**src/rtl/switch_arbiter.sv**
```systemverilog
// switch_arbiter
//   Central scheduler for a 4-port switch fabric. Each cycle it looks at the
//   head-of-FIFO request of every port and grants a non-conflicting set under
//   a rotating priority. Winners get a one-cycle pop pulse, and their words
//   are delivered to every target egress in the same cycle. An egress that
//   delivered in a cycle is blocked in the following cycle.
//
// Ports
//   clk             clock
//   rst             asynchronous, active-high reset
//   request         bit i: port i FIFO non-empty
//   request_target  port i target mask at [4i+3:4i]
//   request_data    port i head word at [16i+15:16i]
//   grant           bit i: one-cycle pop pulse to port i
//   internal_valid  bit j: word delivered to egress j this cycle
//   internal_data   word for egress j at [16j+15:16j]
//   drop_count      saturating count of granted packets with no deliverable target
module switch_arbiter #(
    parameter int NUM_PORTS  = 4,
    parameter int WORD_WIDTH = 16
) (
    input  logic                            clk,
    input  logic                            rst,
    input  logic [NUM_PORTS-1:0]            request,
    input  logic [NUM_PORTS*NUM_PORTS-1:0]  request_target,
    input  logic [NUM_PORTS*WORD_WIDTH-1:0] request_data,
    output logic [NUM_PORTS-1:0]            grant,
    output logic [NUM_PORTS-1:0]            internal_valid,
    output logic [NUM_PORTS*WORD_WIDTH-1:0] internal_data,
    output logic [7:0]                      drop_count
);

    localparam int PW = $clog2(NUM_PORTS);

    logic [PW-1:0]                   ptr_q, ptr_d;
    logic [NUM_PORTS-1:0]            grant_q, grant_d;
    logic [NUM_PORTS-1:0]            busy_q, busy_d;
    logic [NUM_PORTS*WORD_WIDTH-1:0] data_q, data_d;
    logic [7:0]                      drop_q, drop_d;

    logic [NUM_PORTS-1:0] eff [NUM_PORTS];
    logic [NUM_PORTS-1:0] elig;
    logic [NUM_PORTS-1:0] win;
    logic [NUM_PORTS-1:0] claimed;
    logic [PW-1:0]        idx;
    logic [2:0]           drops;
    logic [8:0]           drop_sum;

    // Effective targets (a port never delivers to itself) and eligibility.
    // A port granted last cycle still shows its old head, so it sits out.
    always_comb begin
        for (int i = 0; i < NUM_PORTS; i++) begin
            eff[i]  = request_target[i*NUM_PORTS +: NUM_PORTS] & ~(NUM_PORTS'(1) << i);
            elig[i] = request[i] & ~grant_q[i];
        end
    end

    // Rotating scan starting at ptr. Egresses in recovery start out claimed.
    // If the head requester is eligible but blocked, its outputs stay
    // reserved so lower-priority requesters cannot starve it.
    always_comb begin
        claimed = busy_q;
        win     = '0;
        idx     = '0;
        for (int k = 0; k < NUM_PORTS; k++) begin
            idx = ptr_q + PW'(k);
            if (elig[idx] && ((eff[idx] & claimed) == '0)) begin
                win[idx] = 1'b1;
                claimed  = claimed | eff[idx];
            end else if (k == 0 && elig[idx]) begin
                claimed = claimed | eff[idx];
            end
        end
    end

    // Delivery. Winner target sets are disjoint, so each slice has at most
    // one source. Undelivered slices read as zero.
    always_comb begin
        busy_d = '0;
        data_d = '0;
        drops  = '0;
        for (int i = 0; i < NUM_PORTS; i++) begin
            if (win[i]) begin
                busy_d = busy_d | eff[i];
                if (eff[i] == '0) begin
                    drops = drops + 3'd1;
                end
                for (int j = 0; j < NUM_PORTS; j++) begin
                    if (eff[i][j]) begin
                        data_d[j*WORD_WIDTH +: WORD_WIDTH] = request_data[i*WORD_WIDTH +: WORD_WIDTH];
                    end
                end
            end
        end
    end

    always_comb begin
        grant_d  = win;
        drop_sum = {1'b0, drop_q} + 9'(drops);
        drop_d   = (drop_sum > 9'd255) ? 8'hFF : drop_sum[7:0];
        ptr_d    = (win[ptr_q] || !elig[ptr_q]) ? ptr_q + PW'(1) : ptr_q;
    end

    always_ff @(posedge clk or posedge rst) begin
        if (rst) begin
            ptr_q   <= '0;
            grant_q <= '0;
            busy_q  <= '0;
            data_q  <= '0;
            drop_q  <= '0;
        end else begin
            ptr_q   <= ptr_d;
            grant_q <= grant_d;
            busy_q  <= busy_d;
            data_q  <= data_d;
            drop_q  <= drop_d;
        end
    end

    assign grant          = grant_q;
    assign internal_valid = busy_q;
    assign internal_data  = data_q;
    assign drop_count     = drop_q;

endmodule

```
**config.mk**
```make
export PLATFORM = sky130hd
export DESIGN_NAME = switch_arbiter
export DESIGN_NICKNAME = d
export VERILOG_FILES = /design/src/rtl/switch_arbiter.sv
export SDC_FILE = /design/constraint.sdc
export NUM_CORES = 1
export LEC_CHECK = 0
export BUFFER_PORTS_ARGS = -buffer_cell sky130_fd_sc_hd__clkbuf_2
export CAP_MARGIN = 25
export CORE_MARGIN = 3
export CORE_UTILIZATION = 40
export DETAILED_ROUTE_END_ITERATION = 8
export PLACE_DENSITY = 0.65
export SLEW_MARGIN = 20
export SYNTH_ARGS = -nofsm -noshare
export SYNTH_HDL_FRONTEND = slang
export SYNTH_SLANG_ARGS = --single-unit
```
**constraint.sdc**
```tcl
create_clock -name clk -period 9.2 [get_ports clk]
set_input_delay 1.84 -clock clk [delete_from_list [all_inputs] [get_ports clk]]
set_output_delay 1.84 -clock clk [all_outputs]
set_load 0.05 [all_outputs]
```
==> reports/summary.txt, run 1 <==
Placed Cells: 852
Netlist cell types: 65
RSZ-0062 raised after global routing: false
Design area: 6460 sq um
P&R area growth vs syn: 22.8%
Skew-Pair Late Insertion Delay: 0.34 ns
Cell taking the most area after synthesis: dfrtp_1
Sequential share of the synthesized area: 0.390
Antenna violations before repair: 0
Achievable Freq: 0.140 GHz
Placed Area: 6080 sq um
Cells on worst reg2reg path: 22
Max IR drop VDD: 0.000188 V
Port bufs: 161
DP HPWL: 11.9 mm
LEAKAGE: 3.10 nW
Die height: 121 um
Syn Nets: 660
Worst slew margin: 0.361
WL final: 17.0 mm
Final hold vios: 0
Predominant post-synthesis flop cell: dfrtp_1
Netlist Area Pre-Place: 5260 sq um
Layout Cells excl Fill: 868
Drt wl/cell: 19.6 um
First-pass GRT wire length: 26.6 mm
Flops & latches, synth: 82
DR vias: 5089
Syn avg cell area: 9.39 sq um
Final WS setup: 2.06 ns
Setup violators final: 0
PD cells: 469 nW/um^2
Share of the synthesized area in the top cell type: 0.390
Pre-CTS setup slack: 1.75 ns
DIE AREA: 14600 sq um
Clk root buf: clkbuf_16
Post-synth EDFFs: 0
Critical Path Sink: drop_count[5]
TritonCTS clock tree: yes
CP Data Required Time: 9.42 ns
Setup Crit Path Kind: primary input to flip-flop
Placer Congestion: 0.918
Total CTS buffers: 9
Hold WS: 0.524 ns
Crit path launch type: primary input
Placeable Area: 12700 sq um
Post-synth ARST share: 1.00
First-pass DRT Iterations: 6
Initial Utilization: 0.413
Layout cell share with drive strength beyond 1: 0.315
Hold Startpoint: drop_count[6]
Row count: 41
Worst Hold Class: flip-flop to flip-flop
Post-Synthesis Cells: 560
Global Route Usage Sum: 0.233
Nets: 791
# hold bufs at CTS: 0
Clk_skew: 0.00437 ns
DIE WIDTH: 121 um
Reg2reg start: ptr_q[1]
Flop2flop setup slack: 2.55 ns
Crit. Startpoint: request[3]
Worst-path clk slew: 0.06 ns
I/O pin count: 166
Endpoint type of the worst setup path: flip-flop
Cells taking the most area after synthesis: dfrtp_1, a22oi_1, a21oi_1
DRC: 0
Vias in the first global route: 4961
Post-CTS setup buffer count: 0
Pin count of the biggest net entering global routing: 83
Longest Clk Path Bufs: 2
Crit path DAT: 7.35 ns
Maximum capacitance violations: 0
Post_cts resized: 0
Status: finished, final reports clean
Min cycle time layout: 7.14 ns
Slew @ Worst Pin: 0.955 ns
CP Max Fanout: 11
Diodes inserted: 0
Overflow after GRT: 0
ANT nets after route: 0
H-tree levels: 3
CTS sink cnt: 82
DR iter-0 viols: 484
Vias per inst: 5.86
Reg-to-reg endpoint: drop_count[5]
Final setup TNS: 0 ns
Tcrit/Tclk final: 0.776
Ys Warns: 0
Final Slew Violations: 0
-- final cells by class --
cell class,count,area (sq um)
fillers,1258,6260
multi-input cells,412,2850
flip-flops and latches,82,2050
repair buffers,169,897
clock buffers,10,239
well taps,172,215
clock inverters,6,136
inverters,17,67.6
-- worst max-delay path: stages --
cell and delay (ns):
clkbuf_2 0.08, and4b_1 0.18, or4_4 0.65, o221ai_2 0.27, and4_1 0.44, a31oi_4 0.14, a311oi_4 0.49, a31oi_4 0.23
nor4_2 0.24, ha_1 0.28, mux2_2 0.30, ha_1 0.28, mux2_4 0.29, ha_1 0.32, mux2_4 0.27, ha_1 0.26
a21o_1 0.17, a21oi_1 0.28, nor2_1 0.09, xnor2_1 0.15, nand2_1 0.07
-- synthesized netlist by cell type, types with 4 or more instances --
cell,count
xnor2_1,6
and2_1,4
buf_4,8
buf_6,7
nor3_1,5
nand2_1,22
o21ai_0,12
a22oi_1,67
o31ai_1,4
clkbuf_1,25
nand3_1,15
nor2_1,73
nor2b_1,8
a211oi_4,4
a21oi_1,78
ha_1,13
mux2_2,4
nand2b_1,7
inv_1,16
a221o_1,6
mux2i_1,14
and3_1,4
a32oi_1,4
dfrtp_1,82
buf_2,7
-- flip-flops by register name, summed over array words and instances, names as in the netlist --
name,cells
grant,4
ptr_q,2
drop_count,8
internal_valid,4
internal_data,64
-- logic make-up after synthesis --
group           Yosys count  synth area share
xor+xnor                  8            0.0133
flops                    82             0.390
buf+inv                  66            0.0680
fa+ha+maj                14            0.0347
compound gates          207             0.287
simple gates            160             0.153
mux                      23            0.0538
-- stage by stage --
stage | utilization | power (mW)
6_report | 0.508 | 3.03
5_1_grt | 0.508 | 3.21
4_1_cts | 0.507 | 3.03
3_5_place_dp | 0.478 | 2.56
3_3_place_gp | 0.474 | 2.51
2_1_floorplan | - | 2.16
-- where the power goes --
part | internal, mW | switching [mW]
registers | 0.505 | 0.0638
logic | 0.633 | 1.37
clock network | 0.301 | 0.150
total | 1.44 | 1.59
-- cell usage in the layout, fill, tap and decap left out, types with 5 or more instances in the layout --
cell type  instances
clkbuf_2         161
dfrtp_1           82
a21oi_1           78
nor2_1            73
a22oi_1           67
nand2_1           21
inv_1             15
nand3_1           15
mux2i_1           14
ha_1              13
o21ai_0           12
clkbuf_16          9
nor2b_1            8
nand2b_1           7
a221o_1            6
xnor2_1            6
nor3_1             5
buf_4              5
-- worst min path at each step --
stage	cells after the start	end	slack, ns
after floorplan	3	ptr_q[0]	0.72
after global placement	1	drop_count[6]	0.50
after detailed placement	1	drop_count[6]	0.52
after CTS	1	drop_count[6]	0.53
after global routing	1	drop_count[6]	0.54
final	1	drop_count[6]	0.52
-- routing by layer --
metal	vias up	wire length [um]	global-route usage
li1	2326	-	-
met1	2481	6860	0.297
met2	252	8400	0.388
met3	30	1420	0.0533
met4	0	316	0.0857
met5	-	0	0
No activity file was read; power rests on OpenSTA's default activity.
==> run 2: changes to the inputs <==
--- a/config.mk
+++ b/config.mk
@@ -5,12 +5,13 @@
 export SDC_FILE = /design/constraint.sdc
 export NUM_CORES = 1
 export LEC_CHECK = 0
+export ABC_AREA = 1
 export BUFFER_PORTS_ARGS = -buffer_cell sky130_fd_sc_hd__clkbuf_2
 export CAP_MARGIN = 25
 export CORE_MARGIN = 3
 export CORE_UTILIZATION = 40
 export DETAILED_ROUTE_END_ITERATION = 8
-export PLACE_DENSITY = 0.65
+export PLACE_DENSITY = 0.67
 export SLEW_MARGIN = 20
 export SYNTH_ARGS = -nofsm -noshare
 export SYNTH_HDL_FRONTEND = slang
==> constraint.sdc (replaced) <==
create_clock -name clk -period 5.8 [get_ports clk]
set_input_delay 1.16 -clock clk [delete_from_list [all_inputs] [get_ports clk]]
set_output_delay 1.16 -clock clk [all_outputs]
set_load 0.05 [all_outputs]
==> run 2 against run 1 <==
Synthesized cell count rose by 43%. Critical path type unchanged. Cell count rose by 32%. Routed wire length rose by 9.3%.
==> reports/summary.txt, run 2 <==
Status: finished, final reports clean
Predominant post-synthesis flop cell: dfrtp_1
Hold Startpoint: drop_count[7]
I/O pin count: 166
Post-synth ARST share: 1.00
Final Slew Violations: 0
Slowest cell on crit path: fa_1
Pin count of the biggest net entering global routing: 61
Post-Synthesis Cells: 802
Die height: 126 um
DIE AREA: 15900 sq um
Longest Clk Path Bufs: 2
Most common cell after layout, fill and taps aside: clkbuf_2
Skew-Pair Late Insertion Delay: 0.35 ns
Setup violators final: 0
Most frequent cells in the layout: clkbuf_2, nand2_1, inv_1
Placeable Area: 14000 sq um
Clk root buf: clkbuf_16
Final hold vios: 0
Worst slew margin: 0.468
Worst path max stage delay: 0.38 ns
Global Route Usage Sum: 0.236
Share of the synthesized area in the top cell type: 0.356
Min cycle time layout: 5.30 ns
Crit path DAT: 5.55 ns
Endpoint type of the worst setup path: flip-flop
H-tree levels: 3
Final setup TNS: 0 ns
Reg-to-reg endpoint: drop_count[4]
Crit path launch type: primary input
TritonCTS clock tree: yes
Clk_skew: 0.00986 ns
Worst-path clk slew: 0.06 ns
Drt wl/cell: 16.2 um
DRC: 0
Flop2flop setup slack: 0.71 ns
CP Data Required Time: 6.05 ns
Netlist cell types: 38
Syn avg cell area: 7.19 sq um
Post-synth EDFFs: 0
Top cell by count, worst path: nand2_1
Total CTS buffers: 9
Hold Crit Endpoint: drop_count[7]
Ys Warns: 0
Cells on Worst Hold Path: 2
Pre-CTS setup slack: 0.0638 ns
Setup Crit Path Kind: primary input to flip-flop
Layout cell share with drive strength beyond 1: 0.300
Reg2reg start: ptr_q[0]
Tcrit/Tclk final: 0.913
CP Max Fanout: 6
Cells taking the most area after synthesis: dfrtp_1, nand2_1, inv_1
Placer Congestion: 0.878
Diodes inserted: 0
Worst Hold Class: flip-flop to flip-flop
WL final: 18.6 mm
DIE WIDTH: 126 um
Syn Nets: 902
Row count: 43
Sequential share of the synthesized area: 0.356
DP HPWL: 12.6 mm
Slew @ Worst Pin: 0.799 ns
Antenna violations before repair: 0
Overflow after GRT: 0
Flops & latches, synth: 82
Maximum capacitance violations: 0
CTS sink cnt: 82
DR vias: 5958
P&R area growth vs syn: 23.5%
Vias per inst: 5.20
DR iter-0 viols: 512
Cells on worst reg2reg path: 41
Achievable Freq: 0.189 GHz
Max reg flops: 64
Initial Utilization: 0.412
Post-CTS setup buffer count: 0
Vias in the first global route: 5605
Top-count cell post-synth: nand2_1
First-pass GRT wire length: 29.7 mm
Final WS setup: 0.503 ns
Netlist Area Pre-Place: 5770 sq um
RSZ-0062 raised after global routing: false
First-pass DRT Iterations: 6
Port bufs: 161
Cell taking the most area after synthesis: dfrtp_1
Synth top cells by count: nand2_1, inv_1, nand3_1
ANT nets after route: 0
Nets: 1062
==> run 2: cell families after synthesis <==
kind of cell             after synthesis  synth area share
buffers and inverters                180             0.137
adder cells (fa/ha/maj)               14            0.0317
AND/OR/NAND/NOR                      390             0.337
XOR/XNOR                               4           0.00608
flip-flops                            82             0.356
AO/OA/AOI/OAI                        132             0.133
==> run 2: critical path, delay by kind of cell <==
kind / cells / cell delay [ns]
simple gates: 28 / 2.21
buf+inv: 10 / 0.88
compound gates: 2 / 0.15
fa+ha+maj: 4 / 1.12
==> run 2: cell type report <==
cell class,instances,area (sq um)
Multi-Input combinational cell,540,2950
Sequential cell,82,2050
Inverter,142,539
Tap cell,180,225
Fill cell,1439,6860
Timing Repair Buffer,187,1000
Clock inverter,4,98.8
Clock buffer,11,253
==> run 2: metal layers <==
metal,up-vias,GRT usage,wire (um),part of all wire
li1,2871,-,-,-
met1,2812,0.311,7760,0.42
met2,251,0.387,8900,0.48
met3,24,0.0551,1600,0.086
met4,0,0.0738,305,0.016
met5,-,0,0,0
==> run 2: metrics by stage <==
step                area, sq um  cells  utilization  hold WS [ns]
floorplan                  5770    802            -         0.744
global placement           6740   1131        0.482         0.528
detailed placement         6740   1131        0.482         0.540
CTS                        7100   1146        0.507         0.557
global route               7120   1146        0.509         0.604
finish                     7120   1146        0.509         0.550
==> run 2: how the worst max path moves through the flow <==
stage / startpoint / endpoint / slack [ns] / depth (start not counted)
after floorplan: ptr_q[1] / drop_count[5] / 0.14 / 42
after global routing: request_target[3] / drop_count[4] / 0.009 / 44
after detailed placement: request_target[3] / drop_count[4] / 0.06 / 43
final: request_target[3] / drop_count[4] / 0.50 / 44
after CTS: request_target[3] / drop_count[4] / 0.41 / 43
after global placement: request_target[3] / drop_count[2] / 0.13 / 43
==> run 2: what timing repair did <==
action,CTS,global route
setup endpoints to repair,0,8
gates resized for setup,0,8
endpoints found under the hold margin,0,0
hold buffers,0,0
Power of run 2 is left out: the tool's default activity adds up to more than one toggle a clock period on the data nets, which glitch-free logic cannot reach.
==> run 3: changes to the inputs <==
--- a/config.mk
+++ b/config.mk
@@ -8,6 +8,7 @@
 export ABC_AREA = 1
 export BUFFER_PORTS_ARGS = -buffer_cell sky130_fd_sc_hd__clkbuf_2
 export CAP_MARGIN = 25
+export CORE_ASPECT_RATIO = 1.1
 export CORE_MARGIN = 3
 export CORE_UTILIZATION = 40
 export DETAILED_ROUTE_END_ITERATION = 8
==> run 3 against run 2 <==
Utilization is essentially flat. Register-to-register slack lost 0.08 ns. Via count shrank 1.7%. Hold slack lost 0.0060 ns. Routed wire length shrank 0.68%. Global-route usage shrank 0.28 points. Die area is essentially flat. Count of clock-buffer cells in the layout grew 1. Sequential cell count is the same. First-iteration DRC count shrank 25%. Non-clock buffer count grew 9. Largest cell class unchanged.
==> reports/summary.txt, run 3 (synthesized netlist as in run 2, its figures left out) <==
Status: finished, final reports clean
Skew-Pair Late Insertion Delay: 0.34 ns
DIE WIDTH: 120 um
Antenna violations before repair: 0
CP Data Required Time: 6.05 ns
Pre-CTS setup slack: 0.0356 ns
Final Slew Violations: 0
P&R area growth vs syn: 23.4%
CP Max Fanout: 6
Diodes inserted: 0
Port bufs: 161
First-pass DRT Iterations: 5
Worst slew margin: 0.425
Setup Crit Path Kind: primary input to flip-flop
Placeable Area: 14000 sq um
ANT nets after route: 0
Vias per inst: 5.04
Slew @ Worst Pin: 0.863 ns
First-pass GRT wire length: 29.6 mm
Design area: 7120 sq um
Final hold vios: 0
DRC: 0
Clk_skew: 0.00911 ns
TritonCTS clock tree: yes
CTS sink cnt: 82
DP HPWL: 12.9 mm
Worst Hold Class: flip-flop to flip-flop
DR vias: 5856
Most frequent cells in the layout: clkbuf_2, nand2_1, inv_1
Global Route Usage Sum: 0.233
Hold WS: 0.544 ns
I/O pin count: 166
Tcrit/Tclk final: 0.924
Vias in the first global route: 5718
Min cycle time layout: 5.36 ns
Endpoint type of the worst setup path: flip-flop
Achievable Freq: 0.187 GHz
Placed Area: 6820 sq um
# fillers: 1470
Max reg flops: 64
Maximum capacitance violations: 0
Crit path DAT: 5.61 ns
Final WS setup: 0.439 ns
Placer Congestion: 0.938
Drt wl/cell: 15.9 um
Total CTS buffers: 9
Layout cell share with drive strength beyond 1: 0.308
Worst-path clk slew: 0.06 ns
Final setup TNS: 0 ns
Row count: 45
Crit path launch type: primary input
Most common cell after layout, fill and taps aside: clkbuf_2
DIE AREA: 15900 sq um
Initial Utilization: 0.413
Setup violators final: 0
Longest Clk Path Bufs: 2
Slowest cell on crit path: fa_1
Nets: 1071
WL final: 18.5 mm
DR iter-0 viols: 384
Pin count of the biggest net entering global routing: 65
Overflow after GRT: 0
Die height: 132 um
RSZ-0062 raised after global routing: false
Top cell by count, worst path: nand2_1
Worst path max stage delay: 0.38 ns
H-tree levels: 3
Clk root buf: clkbuf_16
-- run 3: changes by cell type in the layout (fill, tap and decap cells not counted), sizes merged --
cell / change
buf: +10
bufinv: -3
clkinv: +1
clkinvlp: +1
-- run 3: metal layers --
layer  vias up  share of wire  track usage
met5         -              0            0
met4         0          0.024       0.0812
met3        28          0.079       0.0614
met2       223           0.47        0.385
met1      2718           0.42        0.295
li1       2887              -            -
-- run 3: repair_timing --
item                       in CTS  in global routing
hold buffers                    0                  0
setup buffers                   0                  0
resized for setup               0                 15
setup endpoints to repair       0                  8
-- run 3: worst max-delay path, delay by kind of cell --
kind / cells / cell delay, ns
compound gates: 2 / 0.13
fa+ha+maj: 4 / 1.25
buf+inv: 9 / 0.70
simple gates: 28 / 2.37
-- run 3: worst paths after layout --
check / startpoint / end / slack [ns] / cells past startpoint
max in group asynchronous: rst / internal_data[1] / 3.88 / 3
min in group asynchronous: rst / internal_data[46] / 0.75 / 2
min: drop_count[7] / drop_count[7] / 0.54 / 2
max: request_target[2] / drop_count[2] / 0.44 / 43
max reg2reg: ptr_q[0] / drop_count[2] / 0.63 / 41
min reg2reg: drop_count[7] / drop_count[7] / 0.54 / 2
-- run 3: stage by stage --
stage,cells,util
floorplan,802,-
global placement,1148,0.489
detailed placement,1148,0.489
CTS,1163,0.507
global route,1163,0.510
finish,1163,0.510
-- run 3: final cells by class --
type,count,area [sq um],area share
flip-flops and latches,82,2050,0.288
well taps,188,235,0.0331
multi-input cells,540,2960,0.416
inverters,142,539,0.0758
repair buffers,196,1070,0.151
clock buffers,12,236,0.0332
clock inverters,3,17.5,0.00246
Power of run 3 is left out for the same reason.
